**src/rtl/tetris_line_clear.sv**
```systemverilog
// tetris_line_clear: removes full rows from a snapshot of the playfield by collapsing the rows above each one,
// then publishes the compacted grid together with saturating score, line and level counters.
module tetris_line_clear #(
    parameter int ROWS            = 22,
    parameter int COLS            = 10,
    parameter int CW              = 3,
    parameter int SCORE_W         = 8,
    parameter int LINES_PER_LEVEL = 10,
    parameter int LW              = $clog2(ROWS + 1)
) (
    input  logic                                clk,
    input  logic                                rst,
    input  logic                                start,
    input  logic                                clr_score,
    input  logic [ROWS-1:0][COLS-1:0][CW-1:0]   grid_i,
    output logic                                busy,
    output logic                                done,
    output logic [ROWS-1:0][COLS-1:0][CW-1:0]   grid_o,
    output logic [LW-1:0]                       lines_cleared,
    output logic [15:0]                         total_lines,
    output logic [SCORE_W-1:0]                  score,
    output logic [3:0]                          level
);
    localparam int RBW = ROWS > 1 ? $clog2(ROWS) : 1;
    localparam int RW  = $clog2(LINES_PER_LEVEL + 1);
    localparam int SW  = LW + RW + 1;

    typedef enum logic [1:0] {IDLE, SCAN, DONE} state_t;

    state_t                             state;
    logic [ROWS-1:0][COLS-1:0][CW-1:0]  wbuf;
    logic [RBW-1:0]                     r;
    logic [LW-1:0]                      k;
    logic [RW-1:0]                      rem, rem_n;
    logic                               full;
    logic [3:0]                         pts4, level_n;
    logic [SCORE_W:0]                   score_sum;
    logic [16:0]                        lines_sum;
    logic [SW-1:0]                      s;
    int                                 lv;

    always_comb begin
        full = 1'b1;
        for (int c = 0; c < COLS; c++)
            if (wbuf[r][c] == '0) full = 1'b0;
    end

    assign pts4 = k == LW'(0) ? 4'd0 :
                  k == LW'(1) ? 4'd1 :
                  k == LW'(2) ? 4'd3 :
                  k == LW'(3) ? 4'd5 : 4'd8;
    assign score_sum = {1'b0, score} + (SCORE_W + 1)'(pts4);
    assign lines_sum = {1'b0, total_lines} + 17'(k);

    // level advances by repeated subtraction from the remainder; k <= ROWS bounds the iterations
    always_comb begin
        s  = SW'(rem) + SW'(k);
        lv = int'(level);
        for (int i = 0; i <= ROWS / LINES_PER_LEVEL; i++)
            if (s >= SW'(LINES_PER_LEVEL)) begin
                s  = s - SW'(LINES_PER_LEVEL);
                lv = lv + 1;
            end
        rem_n   = RW'(s);
        level_n = lv > 15 ? 4'd15 : 4'(lv);
    end

    always_ff @(posedge clk or posedge rst) begin
        if (rst) begin
            state         <= IDLE;
            busy          <= 1'b0;
            done          <= 1'b0;
            grid_o        <= '0;
            lines_cleared <= '0;
            total_lines   <= '0;
            score         <= '0;
            level         <= '0;
            rem           <= '0;
            wbuf          <= '0;
            r             <= '0;
            k             <= '0;
        end else begin
            done <= 1'b0;
            case (state)
                IDLE: if (start) begin
                    wbuf  <= grid_i;
                    r     <= RBW'(ROWS - 1);
                    k     <= '0;
                    busy  <= 1'b1;
                    state <= SCAN;
                end
                SCAN: if (full) begin
                    // r stays put so the row that dropped into it is scanned next
                    for (int i = 1; i < ROWS; i++)
                        if (RBW'(i) <= r) wbuf[i] <= wbuf[i-1];
                    wbuf[0] <= '0;
                    k       <= k + 1'b1;
                end else if (r == '0) begin
                    state <= DONE;
                end else begin
                    r <= r - 1'b1;
                end
                DONE: begin
                    grid_o        <= wbuf;
                    lines_cleared <= k;
                    done          <= 1'b1;
                    busy          <= 1'b0;
                    state         <= IDLE;
                end
                default: state <= IDLE;
            endcase
            if (clr_score) begin
                score       <= '0;
                total_lines <= '0;
                level       <= '0;
                rem         <= '0;
            end else if (state == DONE) begin
                score       <= score_sum[SCORE_W] ? '1 : score_sum[SCORE_W-1:0];
                total_lines <= lines_sum[16] ? 16'hFFFF : lines_sum[15:0];
                level       <= level_n;
                rem         <= rem_n;
            end
        end
    end
endmodule

```
**config.mk**
```make
export PLATFORM = sky130hd
export DESIGN_NAME = tetris_line_clear
export DESIGN_NICKNAME = d
export VERILOG_FILES = /design/src/rtl/tetris_line_clear.sv
export SDC_FILE = /design/constraint.sdc
export NUM_CORES = 2
export LEC_CHECK = 0
export ABC_AREA = 0
export CAP_MARGIN = 20
export CORE_AREA = 2 2 525 527
export DETAILED_ROUTE_END_ITERATION = 6
export DIE_AREA = 0 0 527 529
export GPL_TIMING_DRIVEN = 0
export PLACE_DENSITY = 0.54
export SYNTH_ARGS = -nofsm -noshare
export SYNTH_HDL_FRONTEND = slang
export SYNTH_SLANG_ARGS = --single-unit
```
**constraint.sdc**
```tcl
create_clock -name clk -period 49.1 [get_ports clk]
set_clock_uncertainty 0.1 [all_clocks]
set_input_delay 12.275 -clock clk [delete_from_list [all_inputs] [get_ports clk]]
set_output_delay 12.275 -clock clk [all_outputs]
set_load 0.05 [all_outputs]
```
# After elaboration in Yosys (flattened, before gate mapping)
# Index checks and enable logic that the tools add are counted.
# word_totals
reg_bits	1371
output_inout_bits	695
elab_cells	630
# op_classes
add_sub_neg	11
magnitude_cmp	26
n_eq_ne	31
n_mux	71
reduce_logical	41
# op_table
cell	count
660-bit 2-to-1 mux	2
660-bit one-hot mux with 2 select lines	1
30-bit 2-to-1 mux	22
30-bit binary-select mux with 5-bit select	1
4-bit AND reduction	22
32-bit by 2-bit adder with 32-bit output, second input constant	2
32-bit 2-to-1 mux	2
2-bit inequality test, second input constant	26
16-bit 2-to-1 mux	3
4-bit by 5-bit <= comparator with 1-bit output, first input constant	8
4-bit 2-to-1 mux	10
32-bit by 5-bit greater-than comparator with 1-bit output, second input constant	1
5-bit <= comparator, first input constant	6
3-bit zero test	10
5-bit 2-to-1 mux	6
8-bit 2-to-1 mux	3
10-bit by 4-bit greater-or-equal comparator with 1-bit output, second input constant	2
3-bit by 5-bit <= comparator with 1-bit output, first input constant	4
10-bit 2-to-1 mux	2
5-bit one-hot mux with 2 select lines	2
16-bit by 5-bit adder with 17-bit output	1
1-bit 2-to-1 mux	12
5-bit by 2-bit equality test with 1-bit output, second input constant	2
2-bit by 5-bit <= comparator with 1-bit output, first input constant	2
22 further kinds	28

# Logic depth before layout (Yosys ltp)
# depth
word_depth	15
ltp_mapped	17

# Worst setup path after synthesis
# OpenSTA, ideal clock, no wires.
# synth_timing
path_type	input-to-reg
start	input start
end	register wbuf[30] (netlist bit)
setup_ns	0.125
arrival_time_ns	13.473
slack_ns	35.403
path_stages	7
path_cell_list	nand2_1 > o31ai_2 > buf_2 > buf_4 > nand2_1 > buf_2 > mux2_2
# synth_via
elab_chain_len	2
# synth_lines
item	line	rtl
start: declaration	13	input logic start,
2-bit inequality test (no source line)	n/a	
4-bit AND reduction (no source line)	n/a	
end signal: assignment	86	wbuf <= grid_i;
end signal: indexed assignment	95	if (RBW'(i) <= r) wbuf[i] <= wbuf[i-1];
end: declaration	31	logic [ROWS-1:0][COLS-1:0][CW-1:0] wbuf;
# No other way between the ends.
# A chain may end at the register's enable or synchronous reset.

==> summary.txt <==
Status: completed
Num CTS Buffers: 166
Clk_lat worst skew: 850 ps
Initial Util: 22.1%
Nets@finish: 9081
Die ar.: 279000 sq um
Comb pwr share: 46.2%
Via count: 59895
DIE HEIGHT: 529 um
Final Cycle Share: 30.9%
Layout cells sized above 1: 6.23%
Worst hold slack: 373 ps
#FFs+latches synth: 1371
Most frequent cells in the layout: nand2_1 (2880), dfrtp_1 (1371), clkdlybuf4s50_1 (1358)
IO Port Bufs: 1358
Hold buffers post-CTS: 0
Sw Ratio: 50.5%
Setup crit end kind: async pin
Mapped Cells: 6769
Final setup viols: 0
Global route overflow: 0
Share of flip-flops with an asynchronous set or reset: 100%
Cell internal pwr: 3.29 mW
CTS root buf: clkbuf_16
VDD IR max: 42.3 uV
Fin crit period: 15180 ps
Psw: 3.35 mW
Routability cong.: 0.954
Worst Hold Class: flip-flop to flip-flop
Least-Margin Pin Slew: 1320 ps
P&R area growth vs syn: 42.2%
Die X: 527 um
Slowest CP cell: clkinvlp_4
CTS tree: built
CP required: 50020 ps
Largest net degree at the start of global routing: 44
Ys Warns: 0
First-pass GRT wire length: 521000 um
Drt first-iter violations: 6316
Worst Setup Start Kind: input port
Sequential Power Share: 34.2%
Setup TNS: 0 ps
Post-detailed-placement half-perimeter wirelength: 325000 um
Mapped cell area: 60200 sq um
GR Util All Layers: 27.3%
I/O pin count: 1359
Most frequent CP cell: buf_12
Post-CTS Setup Bufs: 0
Pwr per Cell Area: 77.5 nW/um^2
Slew headroom: 11.2%
Max clock buf depth: 3
Commonest non-fill, non-tap cell in the layout: nand2_1
Final-report max-slew violation count: 0
Post-CTS sizing: 0
Num rows: 192
CP max stage delay: 530 ps
Max Cap Viol: 0
Final Hold Vio Count: 0
Sequential area share after synthesis: 57.0%
H-tree depth: 4
Pre-antenna DRT Iters: 6
DR WL/cell: 32.3 um
Post-synth EDFFs: 0
Clock power share: 19.6%
Vias in the first global route: 59194
Routed Antenna Nets: 0
Syn Area/Cell: 8.90 sq um
Reg clk slew, reported paths: 60 ps
Fmax: 65.9 MHz
CP bufs+invs: 12
WL final: 392000 um
Core box area: 273000 sq um
CTS sink count: 1371
Crit Path Max Fanout: 40
Critical path class: input port to async pin
Critical-path cell list: clkdlybuf4s50_1 -> clkinvlp_4 -> buf_12 -> buf_12 -> buf_12 -> buf_12 -> buf_12 -> buf_12 -> buf_12 -> buf_12 -> buf_12 -> buf_12
CP top delay family: buffers and inverters
Leakage: 38.9 nW
Predominant post-synthesis flop cell: dfrtp_1
Power Total: 6.64 mW
Worst Path Arrival: 16100 ps
Count of cell types in the netlist: 73
DRC: 0
DR vias/cell: 4.93
Post-synthesis net count: 7464
Unrepaired setup endpoints after global routing: false
Initial antenna violation count: 104
per-layer routing:
metal	wire (um)	track usage [%]	up-vias
li1	-	-	25853
met1	155000	33.5	30199
met2	182000	44.3	3170
met3	35900	7.96	601
met4	19100	11.8	72
met5	464	0	-
cells by family (layout without fill, tap and decap cells):
group | count (synthesis) | after routing | synth area share (%)
AO/OA/AOI/OAI | 957 | 957 | 9.88
XOR/XNOR | 23 | 23 | 0.335
adder cells (fa/ha/maj) | 31 | 31 | 0.681
buffers and inverters | 470 | 2219 | 3.10
flip-flops | 1371 | 1371 | 57.0
multiplexers | 280 | 280 | 5.23
other | 0 | 34 | 0
AND/OR/NAND/NOR | 3637 | 3637 | 23.8
state kept, by name, summed over array words and instances (netlist names):
signal	cells
level	4
wbuf	660
k	5
r	5
done	1
total_lines	16
rem	4
score	8
grid_o	660
busy	1
lines_cleared	5
state	2
final timing paths:
path,startpoint,end,slack [ps],cells past startpoint
worst max-delay path,rst,grid_o[52],33920,12
worst min-delay path,grid_o[170],grid_o[170],370,2
worst max register to register,r[2],wbuf[507],41740,14
worst min register to register,grid_o[170],grid_o[170],370,2
max in group clk,grid_o[374],grid_o[374],34200,1
min in group asynchronous,rst,grid_o[435],11810,2
Yosys cell counts, types with 10 or more instances:
| cell | count | area (sq um) |
|---|---|---|
| ha_1 | 28 | 350 |
| mux2i_1 | 221 | 2210 |
| clkbuf_1 | 365 | 1370 |
| o21ai_0 | 246 | 1230 |
| inv_1 | 18 | 67.6 |
| nand2b_1 | 11 | 68.8 |
| o22ai_1 | 121 | 757 |
| mux4_2 | 24 | 541 |
| mux2_2 | 35 | 394 |
| nor3_1 | 154 | 771 |
| a22o_1 | 30 | 263 |
| xor2_1 | 11 | 96.3 |
| nand3_1 | 22 | 110 |
| or3_1 | 14 | 87.6 |
| nor4b_1 | 22 | 193 |
| buf_2 | 60 | 300 |
| buf_1 | 16 | 60.1 |
| a31oi_1 | 274 | 1710 |
| nor4_1 | 67 | 419 |
| dfrtp_1 | 1371 | 34300 |
| a2bb2oi_1 | 29 | 254 |
| nand2_1 | 2880 | 10800 |
| xnor2_1 | 12 | 105 |
| a211oi_1 | 23 | 173 |
| a21oi_1 | 138 | 691 |
| o311ai_0 | 12 | 105 |
| nor2_1 | 430 | 1610 |
| a211o_1 | 10 | 87.6 |
| a311oi_1 | 14 | 123 |
stage by stage:
step	util [%]	instance area, sq um	setup WS [ps]	instances
3_5_place_dp	29.3	79900	32990	11801
3_3_place_gp	28.7	78300	8500	11716
5_1_grt	31.4	85600	33540	12113
4_1_cts	31.3	85500	33890	12101
6_report	31.4	85600	33920	12141
2_1_floorplan	-	60200	17760	6769
worst min-delay path: stages, from the launching register on:
cell     delay, ps
dfrtp_1        340
nand2_1         50
nand2_1         50
power groups by stage:
stage	Combinational, mW	Clock, mW	Sequential [mW]
final	3.07	1.30	2.27
after global routing	3.26	1.36	2.28
after CTS	3.08	1.32	2.25
after detailed placement	3.07	0	2.26
after global placement	2.99	0	2.26
after floorplan	1.14	0	2.51
cell type report:
class / instances / area [sq um]
diodes: 34 / 85.1
plain buffers: 448 / 1810
clock buffers: 230 / 4760
clock inverters: 70 / 881
fillers: 28495 / 187000
inverters: 22 / 86.3
multi-input cells: 4928 / 24100
flip-flops and latches: 1371 / 34300
well taps: 3589 / 4490
repair buffers: 1449 / 15200
No activity file was read; power rests on OpenSTA's default activity.
